[src/rtl/nibble_packer.sv]
// Packs IN_W-bit nibbles LSB-first into OUT_W-bit words with early flush.
// Optional out_parity port enabled by defining NIBBLE_PACKER_PARITY_EN.
module nibble_packer #(
    parameter int IN_W  = 4,
    parameter int OUT_W = 32
) (
    input  logic                              clk,
    input  logic                              rst_n,
    input  logic [IN_W-1:0]                   in_data,
    input  logic                              in_valid,
    output logic                              in_ready,
    input  logic                              flush,
    output logic [OUT_W-1:0]                  out_data,
    output logic [$clog2(OUT_W/IN_W):0]       out_count,
    output logic                              out_valid,
    input  logic                              out_ready
`ifdef NIBBLE_PACKER_PARITY_EN
    ,
    output logic                              out_parity
`endif
);

    localparam int NUM = OUT_W / IN_W;
    localparam int CW  = $clog2(NUM) + 1;
    localparam logic [CW-1:0] LAST = CW'(NUM - 1);

    typedef enum logic {
        FILL = 1'b0,
        HOLD = 1'b1
    } state_t;

    state_t           r_state;
    logic [OUT_W-1:0] r_data;
    logic [CW-1:0]    r_count;
    logic             r_valid;
`ifdef NIBBLE_PACKER_PARITY_EN
    logic             r_parity;
`endif

    logic             w_accept;
    logic             w_last;
    logic             w_close;
    logic [OUT_W-1:0] w_data_nxt;

    always_comb begin
        w_accept   = (r_state == FILL) && in_valid;
        w_last     = (r_count == LAST);
        w_data_nxt = r_data;
        if (w_accept) begin
            w_data_nxt[IN_W*int'(r_count) +: IN_W] = in_data;
        end
        // A flush only closes a word that will hold at least one nibble
        w_close = 1'b0;
        if (r_state == FILL) begin
            w_close = w_accept ? (w_last || flush) : (flush && (r_count != '0));
        end
    end

    always_ff @(posedge clk or negedge rst_n) begin
        if (!rst_n) begin
            r_state  <= FILL;
            r_data   <= '0;
            r_count  <= '0;
            r_valid  <= 1'b0;
`ifdef NIBBLE_PACKER_PARITY_EN
            r_parity <= 1'b0;
`endif
        end else begin
            unique case (r_state)
                FILL: begin
                    if (w_accept) begin
                        r_data   <= w_data_nxt;
                        r_count  <= r_count + CW'(1);
`ifdef NIBBLE_PACKER_PARITY_EN
                        r_parity <= ^w_data_nxt;
`endif
                    end
                    if (w_close) begin
                        r_state <= HOLD;
                        r_valid <= 1'b1;
                    end
                end
                HOLD: begin
                    if (out_ready) begin
                        r_state  <= FILL;
                        r_data   <= '0;
                        r_count  <= '0;
                        r_valid  <= 1'b0;
`ifdef NIBBLE_PACKER_PARITY_EN
                        r_parity <= 1'b0;
`endif
                    end
                end
                default: r_state <= FILL;
            endcase
        end
    end

    assign in_ready  = (r_state == FILL);
    assign out_data  = r_data;
    assign out_count = r_count;
    assign out_valid = r_valid;
`ifdef NIBBLE_PACKER_PARITY_EN
    assign out_parity = r_parity;
`endif

endmodule

[config.mk]
export PLATFORM = sky130hd
export DESIGN_NAME = nibble_packer
export DESIGN_NICKNAME = d
export VERILOG_FILES = /design/src/rtl/nibble_packer.sv
export SDC_FILE = /design/constraint.sdc
export NUM_CORES = 1
export LEC_CHECK = 0
export CORE_MARGIN = 5
export CORE_UTILIZATION = 43
export DETAILED_ROUTE_END_ITERATION = 12
export GPL_ROUTABILITY_DRIVEN = 0
export PLACE_DENSITY_LB_ADDON = 0.12
export SLEW_MARGIN = 20
export SYNTH_ARGS = -nofsm -noshare
export SYNTH_HDL_FRONTEND = slang
export SYNTH_SLANG_ARGS = --single-unit
[constraint.sdc]
create_clock -name clk -period 3.5 [get_ports clk]
set_clock_uncertainty 0.1 [all_clocks]
set_input_delay 0.525 -clock clk [delete_from_list [all_inputs] [get_ports clk]]
set_output_delay 0.525 -clock clk [all_outputs]
set_load 0.005 [all_outputs]
Yosys cells after proc, flatten, opt, wreduce, memory -nomap -nowiden:

Index checks and enable logic that the tools add are counted.

* add/subtract/negate cells: 2
* equal/unequal tests: 4
* bitwise logic cells: 1
* reduce and logical (&&, ||, !) cells: 6
* mux-type cells: 15
* shift operators: 2

Operator list (count)
* $mux 32: 2
* $pmux 32 s2: 1
* $neg 6->33: 1
* $shift 4x33->32 const A: 1
* $shiftx 4x33->32: 1
* $bwmux 32: 1
* $mux 4: 2
* $pmux 4 s2: 1
* $mux 1: 6
* $add 4x1->4 const B: 1
* $eq 4x3->1 const B: 1
* $ne 2x1->1 const B: 2
* $pmux 1 s2: 2
* $reduce_and 2->1: 2
* $reduce_bool 4->1: 1
* $logic_and 1x1->1: 2
* $ne 2x2->1 const B: 1
* $logic_or 1x1->1: 1
* $not 1->1: 1

* output and inout bits: 38
* logic and storage cells: 34
* register bits: 38
* input port bits: 9

Logic depth before layout (Yosys ltp):

Gate-level depths: netlist of run 1.

* depth after elaboration: 6
* mapped depth: 7
* gate-level depth less buffers: 5

Least setup slack after synthesis of run 1:

OpenSTA, ideal clock, no wires.

* path type: reg-to-reg
* from: register r_count[0] (netlist: out_count[0])
* to: register r_data[16] (netlist: out_data[16])
* library setup time: 124 ps
* data required time: 3276 ps
* clock period less this slack: 2128 ps
* cell stages (with the launch flop): 7
* arrival time: 1903 ps
* buffers on the path: 1
* path slack: 1372 ps
* cell sequence: dfrtp_1 buf_2 inv_1 ha_1 nor4b_2 nand4_4 mux2i_1

* longest elaborated chain between the ends: 5
* elaborated cells on any way between the ends: 6
* those cells by class: add/sub: 1; shift: 2; mux: 3

RTL lines
* from (decl): line 34 `logic [CW-1:0] r_count;`
* from (signal assigned): line 73 `r_count <= r_count + CW'(1);`
* $neg 6->33 (*): line 50 `w_data_nxt[IN_W*int'(r_count) +: IN_W] = in_data;`
* $shiftx 4x33->32 or $shift 4x33->32 (tied branches): line 50
* $bwmux 32 (*): line 50
* $mux 32 (*): line 71 `if (w_accept) begin`
* $pmux 32 s2 (*): line 69 `unique case (r_state)`
* to (signal assigned): line 72 `r_data <= w_data_nxt;`
* to (decl): line 33 `logic [OUT_W-1:0] r_data;`

Every way passes the cells marked *; elsewhere a longest branch is shown, timed or not. The select of a mux whose other input is x is not followed.
A chain may end at the register's enable or synchronous reset.

Final worst setup path of run 1:

* from: register r_count[0] (netlist: out_count[0])
* to: register r_data[6] (netlist: out_data[6])

The elaborated chain is that of the path after synthesis.

==> impl_results.md, run 1 <==
- Worst setup path class: reg -> reg
- Synthesized area: 1940 um^2
- Yosys Warn Count: 0
- CTS tree: built
- Post-CTS Setup Bufs: 0
- Synthesized area per cell: around 12 um^2
- Seq/Total Area, Yosys: 49.0%
- Status: completed
- I/O Pins: 47
- Clock Pin Slew Worst Setup and Hold Paths: 80 ps
- Synth async-reset ratio: 100%
- CP max stage delay: 750 ps
- RSZ-0062 raised after global routing: false
- Initial antenna violation count: 0
- Startpoint types: flip-flop
- Max-cap violations: 0
- Reg2reg start: out_count[0]
- Least-Margin Pin Slew: between 900 and 1000 ps
- Post-Route WL: ~4600 um
- Largest net degree at the start of global routing: 39
- Worst path required time: roughly 3600 ps
- Iteration-0 DRC Markers: about 110
- Area after DPL: between 2000 and 2500 um^2
- Clock tree root buffer cell: clkbuf_8
- Final #Nets: approximately 230
- # clock sinks: 38
- First-pass GRT wire length: ~7700 um
- Worst rel slew slack: 39.4%
- Pwr Total: about 1.6 mW
- Crit path cell chain: inv_1, ha_1, xor2_1, or2_1, o31ai_1
- Leak: roughly 1.1 nW
- Slowest CP cell: xor2_1
- Vias in the first global route: 1528
- Final Cell Area: between 2000 and 3000 um^2
- Via-per-instance ratio: 5.64
- DR DRC count: 0
- Clk_lat worst skew: around 280 ps
- Std cell rows: 24
- Num CTS Buffers: 5
- Fraction of layout instances using a drive strength above 1: just over 9%
- Area Overhead vs Synth: 31.3%
- # diodes: 0
- Ys flop type: dfrtp_1
- # H-tree levels: 2
- Port bufs: 46
- # hold bufs at CTS: 0
- Worst Path Buf+Inv: 1
- Initial Util: ~45%
- FF+latch count, synth: 38
- Final HPWL DP: 3380 um
- PostCTS Resize Cnt: 0
- FF-to-FF setup slack: 870 ps
- Worst IR Drop VDD: slightly below 0.4 mV
- Pwr per Cell Area: 630 nW/um^2
- Worst Setup SP: out_count[0]
- Net count after synthesis: between 150 and 200
- Critical Path AT: between 2000 and 3000 ps
- Clock Tree Buf Depth: 2
- DR vias: approximately 1500
- Mapped Cells: ~170
- Grt ovf: 0
- Max Slew Vio Count: 0
- Post-route setup TNS: 0 ps
- Fmax: around 0.38 GHz
- Drt pass-1 iters: 4
- Crit. End Element: flip-flop
- Detail Route Antenna Nets: 0
- EDFF count, synth: 0
- Synth unique cells: 40
- Die extent in y: 77.2 um
- Die W: slightly below 80 um
- Final Hold Fails: 0
- Worst hold-check path type: reg -> reg
- Total GRT Usage: 15.8%
- Final setup viols: 0
- Hold Path Origin: out_valid
- Tcrit/Tclk final: 75.2%
- Minimum clock period: roughly 2600 ps
- Worst path top cell family by delay: XOR/XNOR gates
- Die area: around 6000 um^2
- Core region area: 4350 um^2
- Max FO, Critical Path: 15
- DR WL/cell: 17.2 um
-- path summary, 6_finish.rpt --
path | cells after the start | end
setup / recovery | 5 | out_data[6]
hold / removal | 2 | out_valid
setup reg to reg | 5 | out_data[6]
hold reg to reg | 2 | out_valid
max in group asynchronous | 2 | out_data[22]
min in group asynchronous | 2 | out_valid
-- cell type report --
class	instances	area, um^2
Multi-Input combinational cell	115	923
Clock buffer	5	68.8
Fill cell	358	1800
Inverter	9	33.8
Clock inverter	3	40.0
Sequential cell	38	951
Tap cell	52	65.1
Timing Repair Buffer	47	468
-- Yosys cell counts (all sizes together) (2+ instances only) --
| library cell | n | share of area (%) |
|---|---|---|
| nand4 | 2 | 1.4 |
| o21a | 3 | 1.2 |
| ha | 6 | 3.9 |
| nand4b | 3 | 1.7 |
| nor2b | 3 | 0.97 |
| nor3 | 2 | 0.52 |
| o21ai | 11 | 2.8 |
| a22o | 12 | 5.4 |
| a2111oi | 2 | 2.8 |
| clkbuf | 2 | 0.39 |
| nand2b | 2 | 0.64 |
| buf | 4 | 1.4 |
| nor4b | 3 | 2.3 |
| nand2 | 21 | 4.1 |
| mux2i | 10 | 5.2 |
| inv | 9 | 1.7 |
| o31ai | 4 | 1.5 |
| or2 | 2 | 0.64 |
| o211ai | 12 | 4.6 |
| dfrtp | 38 | 49 |
| nand3 | 2 | 0.52 |
-- worst min-delay path, cell delays in order, from the launching register on --
cell and delay (ps):
dfrtp_1 350, nand2_1 50, o21ai_1 60
-- cell families after synthesis --
group	count (synthesis)	share of synthesized area [%]
and+or+nand+nor	48	16.6
AOI/OAI and AO/OA	48	20.0
DFF	38	49.0
buffers and inverters	15	3.48
adders and majority gates	6	3.87
xor gates and xnor gates	2	1.29
muxes	11	5.73
-- flip-flops by register name, summed over array words and instances (netlist names) --
name       cells
out_count      4
r_state        1
out_data      32
out_valid      1
-- layer usage --
layer	share of wire (%)	track usage, %
met1	45	21.0
met2	50	25.8
met3	4.8	4.33
met4	0.67	3.09
met5	0	0
-- placed cells by master (no fill, tap or decap), drive strengths merged, types with 2 or more instances in the layout --
| cell | n |
|---|---|
| clkdlybuf4s50 | 46 |
| clkinv | 2 |
| o31ai | 4 |
| nor3 | 2 |
| nand3 | 2 |
| nand2b | 2 |
| nand2 | 21 |
| clkbuf | 5 |
| nand4b | 3 |
| o21a | 3 |
| inv | 9 |
| nor2b | 3 |
| a2111oi | 2 |
| a22o | 12 |
| nor4b | 3 |
| nand4 | 2 |
| ha | 6 |
| or2 | 2 |
| o21ai | 11 |
| mux2i | 10 |
| dfrtp | 38 |
| o211ai | 12 |
-- power by group --
| part | internal, mW | switching (mW) | leakage, nW |
|---|---|---|---|
| clock network | 0.210 | 0.151 | 0.0579 |
| logic | 0.291 | 0.359 | 0.554 |
| registers | 0.501 | 0.0951 | 0.522 |
-- stage by stage --
stage | utilization (%) | instances | setup WS (ps) | hold WS [ps]
after floorplan | - | 168 | 1370 | 129
after global placement | 56.1 | 261 | 978 | 368
after detailed placement | 56.1 | 261 | 936 | 386
after CTS | 58.6 | 269 | 896 | 405
after global routing | 58.6 | 269 | 663 | 422
final | 58.6 | 269 | 868 | 398
No activity file was read; power rests on OpenSTA's default activity.
==> inputs of run 2 (changes only) <==
clock period = 2.15 ns   (was 3.5 ns; I/O delays follow)
==> run 2 against run 1 <==
  * Register-to-register slack got worse by 670 ps
  * Largest cell class unchanged
  * Critical endpoint is now out_data[0]
  * Via count rose by 3.2%
  * Combinational power rose by 100%
  * Critical path type unchanged
  * Sequential cell count did not move
==> impl_results.md, run 2 (same netlist as run 1, synthesis figures left out) <==
- Number of flip-flops in the largest register: 32
- Post-CTS Setup Bufs: 0
- Final HPWL DP: approximately 3700 um
- Post-Route WL: around 4900 um
- Area Overhead vs Synth: 36.6%
- Initial antenna violation count: 0
- FF-to-FF path depth: 5
- Port bufs: between 40 and 50
- Final Hold Fails: 0
- DR vias: between 1500 and 2000
- DR DRC count: 0
- Vias in the first global route: 1669
- Grt ovf: 0
- Final #Nets: around 250
- Die W: between 70 and 80 um
- Crit path cell chain: nor3_1, ha_1, nor4b_2, nand3_1, mux2i_1
- # clock sinks: 38
- First-pass GRT wire length: approximately 8300 um
- Clock Pin Slew Worst Setup and Hold Paths: around 70 ps
- Tcrit/Tclk final: between 90 and 100%
- I/O Pins: 47
- Most common cell after layout, fill and taps aside: clkdlybuf4s50_1
- Reg2reg start: out_count[1]
- Final setup viols: 0
- Max FO, Critical Path: 8
- Crit. End Element: flip-flop
- Die extent in y: between 70 and 80 um
- Worst hold-check path type: in -> async
- Num CTS Buffers: 5
- Clock tree root buffer cell: clkbuf_8
- Worst path required time: 2210 ps
- Iteration-0 DRC Markers: around 100
- Status: completed
- DR WL/cell: ~17 um
- Total GRT Usage: between 10% and 20%
- Leak: 1.19 nW
- Max Slew Vio Count: 0
- Detail Route Antenna Nets: 0
- Area after DPL: around 2600 um^2
- CP max stage delay: between 400 and 500 ps
- Fin util: 60.9%
- Pwr per Cell Area: ~1000 nW/um^2
- Std cell rows: 24
- Via-per-instance ratio: between 5 and 6
- Die area: between 5000 and 6000 um^2
- Largest net degree at the start of global routing: 39
- Max-cap violations: 0
- FF-to-FF setup slack: between 150 and 200 ps
- Clk_lat worst skew: 280 ps
- WHS: between 300 and 400 ps
- # H-tree levels: 2
- Most frequent cells in the layout: clkdlybuf4s50_1 (46), dfrtp_1 (37), nand2_1 (21)
- RR Endpoint: out_data[0]
- Critical Path AT: between 2000 and 2500 ps
- Drt pass-1 iters: 4
- Worst setup path class: reg -> reg
- Final Cell Area: 2650 um^2
- Minimum clock period: just under 2000 ps
- Initial Util: around 45%
- Fraction of layout instances using a drive strength above 1: between 10% and 20%
- Clock Tree Buf Depth: 2
- Post-route setup TNS: 0 ps
- RSZ-0062 raised after global routing: false
- Least-Margin Pin Slew: between 500 and 600 ps
- Core region area: between 4000 and 5000 um^2
- Slowest CP cell: dfrtp_2
- Pwr Total: between 2 and 3 mW
- Startpoint types: flip-flop
- Worst rel slew slack: between 60% and 70%
- Fmax: 0.511 GHz
- Worst IR Drop VDD: 0.618 mV
- # diodes: 0
- CTS tree: built
[run 2: area by class of cell]
class | count | area (um^2)
fillers | 366 | 1700
flip-flops and latches | 38 | 952
multi-input cells | 115 | 931
repair buffers | 63 | 588
clock buffers | 6 | 82.6
well taps | 52 | 65.1
inverters | 9 | 33.8
[run 2: per-stage QoR]
| step | cells | worst slack (ps) |
|---|---|---|
| floorplan | 168 | 22.4 |
| global placement | 277 | 174 |
| detailed placement | 277 | -9.16 |
| CTS | 283 | 122 |
| global route | 283 | 20.1 |
| finish | 283 | 194 |
[run 2: worst max-delay path by stage]
stage,startpoint,endpoint
6_report,out_count[1],out_data[0]
5_1_grt,out_count[1],out_data[1]
4_1_cts,out_count[1],out_data[0]
3_5_place_dp,out_count[1],out_data[4]
3_3_place_gp,out_count[1],out_data[15]
2_1_floorplan,out_count[0],out_data[16]
[run 2: per-layer routing]
layer | track usage [%] | wire length [um] | vias to the layer above
met5 | 0 | 0 | -
met4 | 4.81 | 42 | 0
met3 | 4.10 | 252 | 4
met2 | 28.4 | 2380 | 47
met1 | 22.2 | 2180 | 774
li1 | - | - | 740
[run 2: critical path: cells and delay by family, from the launching register on]
| kind | cells | cell delay (ps) |
|---|---|---|
| and+or+nand+nor | 3 | 790 |
| DFF | 1 | 460 |
| adders and majority gates | 1 | 330 |
| muxes | 1 | 170 |
[run 2: power breakdown]
part	switching, mW	internal (mW)	total [mW]
logic	0.701	0.595	1.30
registers	0.0793	0.819	0.898
clock network	0.229	0.247	0.476
[run 2: timing repair]
action                                 in CTS  in global routing
hold buffers                                0                  0
setup endpoints to repair                   8                  3
resized for setup                           1                  1
endpoints found under the hold margin       0                  0
==> inputs of run 3 (changes only) <==
CORE_MARGIN = 4   (was 5)
SKIP_CTS_REPAIR_TIMING = 1   (was default)
==> run 3 against run 2 <==
  * Critical path depth stayed put
  * Fmax decreased by 0.85%
  * Clock power rose by 0.8%
  * Global-route usage rose by 1.6 points
  * Critical path type unchanged
==> impl_results.md, run 3 (same netlist as run 1, synthesis figures left out) <==
- Status: completed
- Fmax: ~0.51 GHz
- Die extent in y: about 75 um
- Least-Margin Pin Slew: about 570 ps
- Detail Route Antenna Nets: 0
- Clock Pin Slew Worst Setup and Hold Paths: ~70 ps
- Crit path cell chain: inv_1, ha_1, nor4b_2, nand3_1, mux2i_1
- Vias in the first global route: approximately 1600
- Setup slack after placement: roughly 26 ps
- Clock Tree Buf Depth: 2
- DR DRC count: 0
- Number of flip-flops in the largest register: 32
- Worst IR Drop VDD: approximately 0.64 mV
- Post-route setup TNS: 0 ps
- Num CTS Buffers: 5
- Worst rel slew slack: about 62%
- Met3 WL: roughly 250 um
- Most frequent cells in the layout: clkdlybuf4s50_1 (46), dfrtp_1 (37), nand2_1 (21)
- # H-tree levels: 2
- Switching Share: 38.1%
- Met2 wire length: about 2200 um
- Max-cap violations: 0
- Worst hold-check path type: in -> async
- Grt ovf: 0
- Clk_lat worst skew: 290 ps
- Minimum clock period: roughly 2000 ps
- Die W: between 70 and 80 um
- Worst setup path class: reg -> reg
- Int Pwr: roughly 1.6 mW
- Pwr Total: roughly 2.6 mW
- Max Slew Vio Count: 0
- Leak: between 1 and 1.5 nW
- Final HPWL DP: 3550 um
- Pwr per Cell Area: around 1000 nW/um^2
- CP max stage delay: about 440 ps
- Switching pwr: slightly above 1 mW
- Tcrit/Tclk final: 91.8%
- Critical Path AT: around 2000 ps
- Post-Route WL: between 4000 and 5000 um
- Area Overhead vs Synth: 35.8%
- Most common cell after layout, fill and taps aside: clkdlybuf4s50_1
- Port bufs: 46
- DR WL/cell: 16.8 um
- Via-per-instance ratio: 5.51
- Final Hold Fails: 0
- DR top layer: met4
- Iteration-0 DRC Markers: 80
- Fraction of layout instances using a drive strength above 1: between 10 and 15%
- Worst path top cell family by delay: simple AND/OR/NAND/NOR gates
- First-pass GRT wire length: about 8000 um
- Clock group share of total power: 18.1%
- Clock tree root buffer cell: clkbuf_8
- Comb pwr share: between 40 and 50%
- Final setup viols: 0
- # clock sinks: 38
- Std cell rows: 24
- Worst Path Buf+Inv: 1
- Initial Util: 44.6%
- Total GRT Usage: between 10% and 20%
- DR vias: between 1500 and 2000
- Initial antenna violation count: 0
- Drt pass-1 iters: 4
- M1 WL: about 2200 um
- Largest net degree at the start of global routing: 39
- Crit. End Element: flip-flop
- RSZ-0062 raised after global routing: false
- Worst path required time: 2210 ps
- Max FO, Critical Path: 8
- I/O Pins: 47
- Slowest CP cell: dfrtp_1
- Final worst-path setup slack: 177 ps
- Core region area: 4350 um^2
- Final #Nets: between 200 and 250
- Startpoint types: flip-flop
- # diodes: 0
- Die area: about 5700 um^2
- CTS tree: built
- Reg power frac: ~34%
[run 3: power groups by stage]
stage | Combinational [mW] | Clock (mW) | Sequential (mW)
2_1_floorplan | 0.748 | 0 | 0.925
3_3_place_gp | 1.22 | 0 | 0.909
3_5_place_dp | 1.25 | 0 | 0.915
4_1_cts | 1.25 | 0.492 | 0.903
5_1_grt | 1.38 | 0.517 | 0.921
6_report | 1.26 | 0.480 | 0.905
[run 3: worst reg2reg max path, delay by kind of cell, from the launching register on]
family | cells | cell delay, ps
AND/OR/NAND/NOR | 2 | 600
flip-flops | 1 | 440
adder cells (fa/ha/maj) | 1 | 440
multiplexers | 1 | 170
buffers and inverters | 1 | 100
[run 3: final timing paths]
path	slack, ps	start	end	cells after the start
setup / recovery	180	out_count[0]	out_data[2]	5
hold / removal	370	rst_n	out_data[1]	2
setup reg to reg	180	out_count[0]	out_data[2]	5
hold reg to reg	400	out_valid	out_valid	2
max in group asynchronous	1210	rst_n	out_count[1]	2
min in group clk	400	out_valid	out_valid	2
[run 3: metal layers]
layer  up-vias  track usage [%]
li1        738                -
met1       759             26.9
met2        43             28.8
met3         8             4.14
met4         0             4.85
met5         -                0
[run 3: cell type report]
cell class	instances	area, um^2
Tap cell	52	65.1
Multi-Input combinational cell	115	931
Timing Repair Buffer	61	573
Sequential cell	38	952
Clock buffer	6	82.6
Fill cell	345	1720
Inverter	9	33.8
[run 3: metrics by stage]
stage / std cells / utilization (%) / hold WS [ps] / cell area, um^2
finish: 281 / 60.6 / 369 / 2640
global route: 281 / 60.6 / 408 / 2640
CTS: 280 / 60.2 / 385 / 2620
detailed placement: 274 / 58.3 / 380 / 2540
global placement: 274 / 58.3 / 366 / 2540
floorplan: 168 / - / -73.1 / 1940
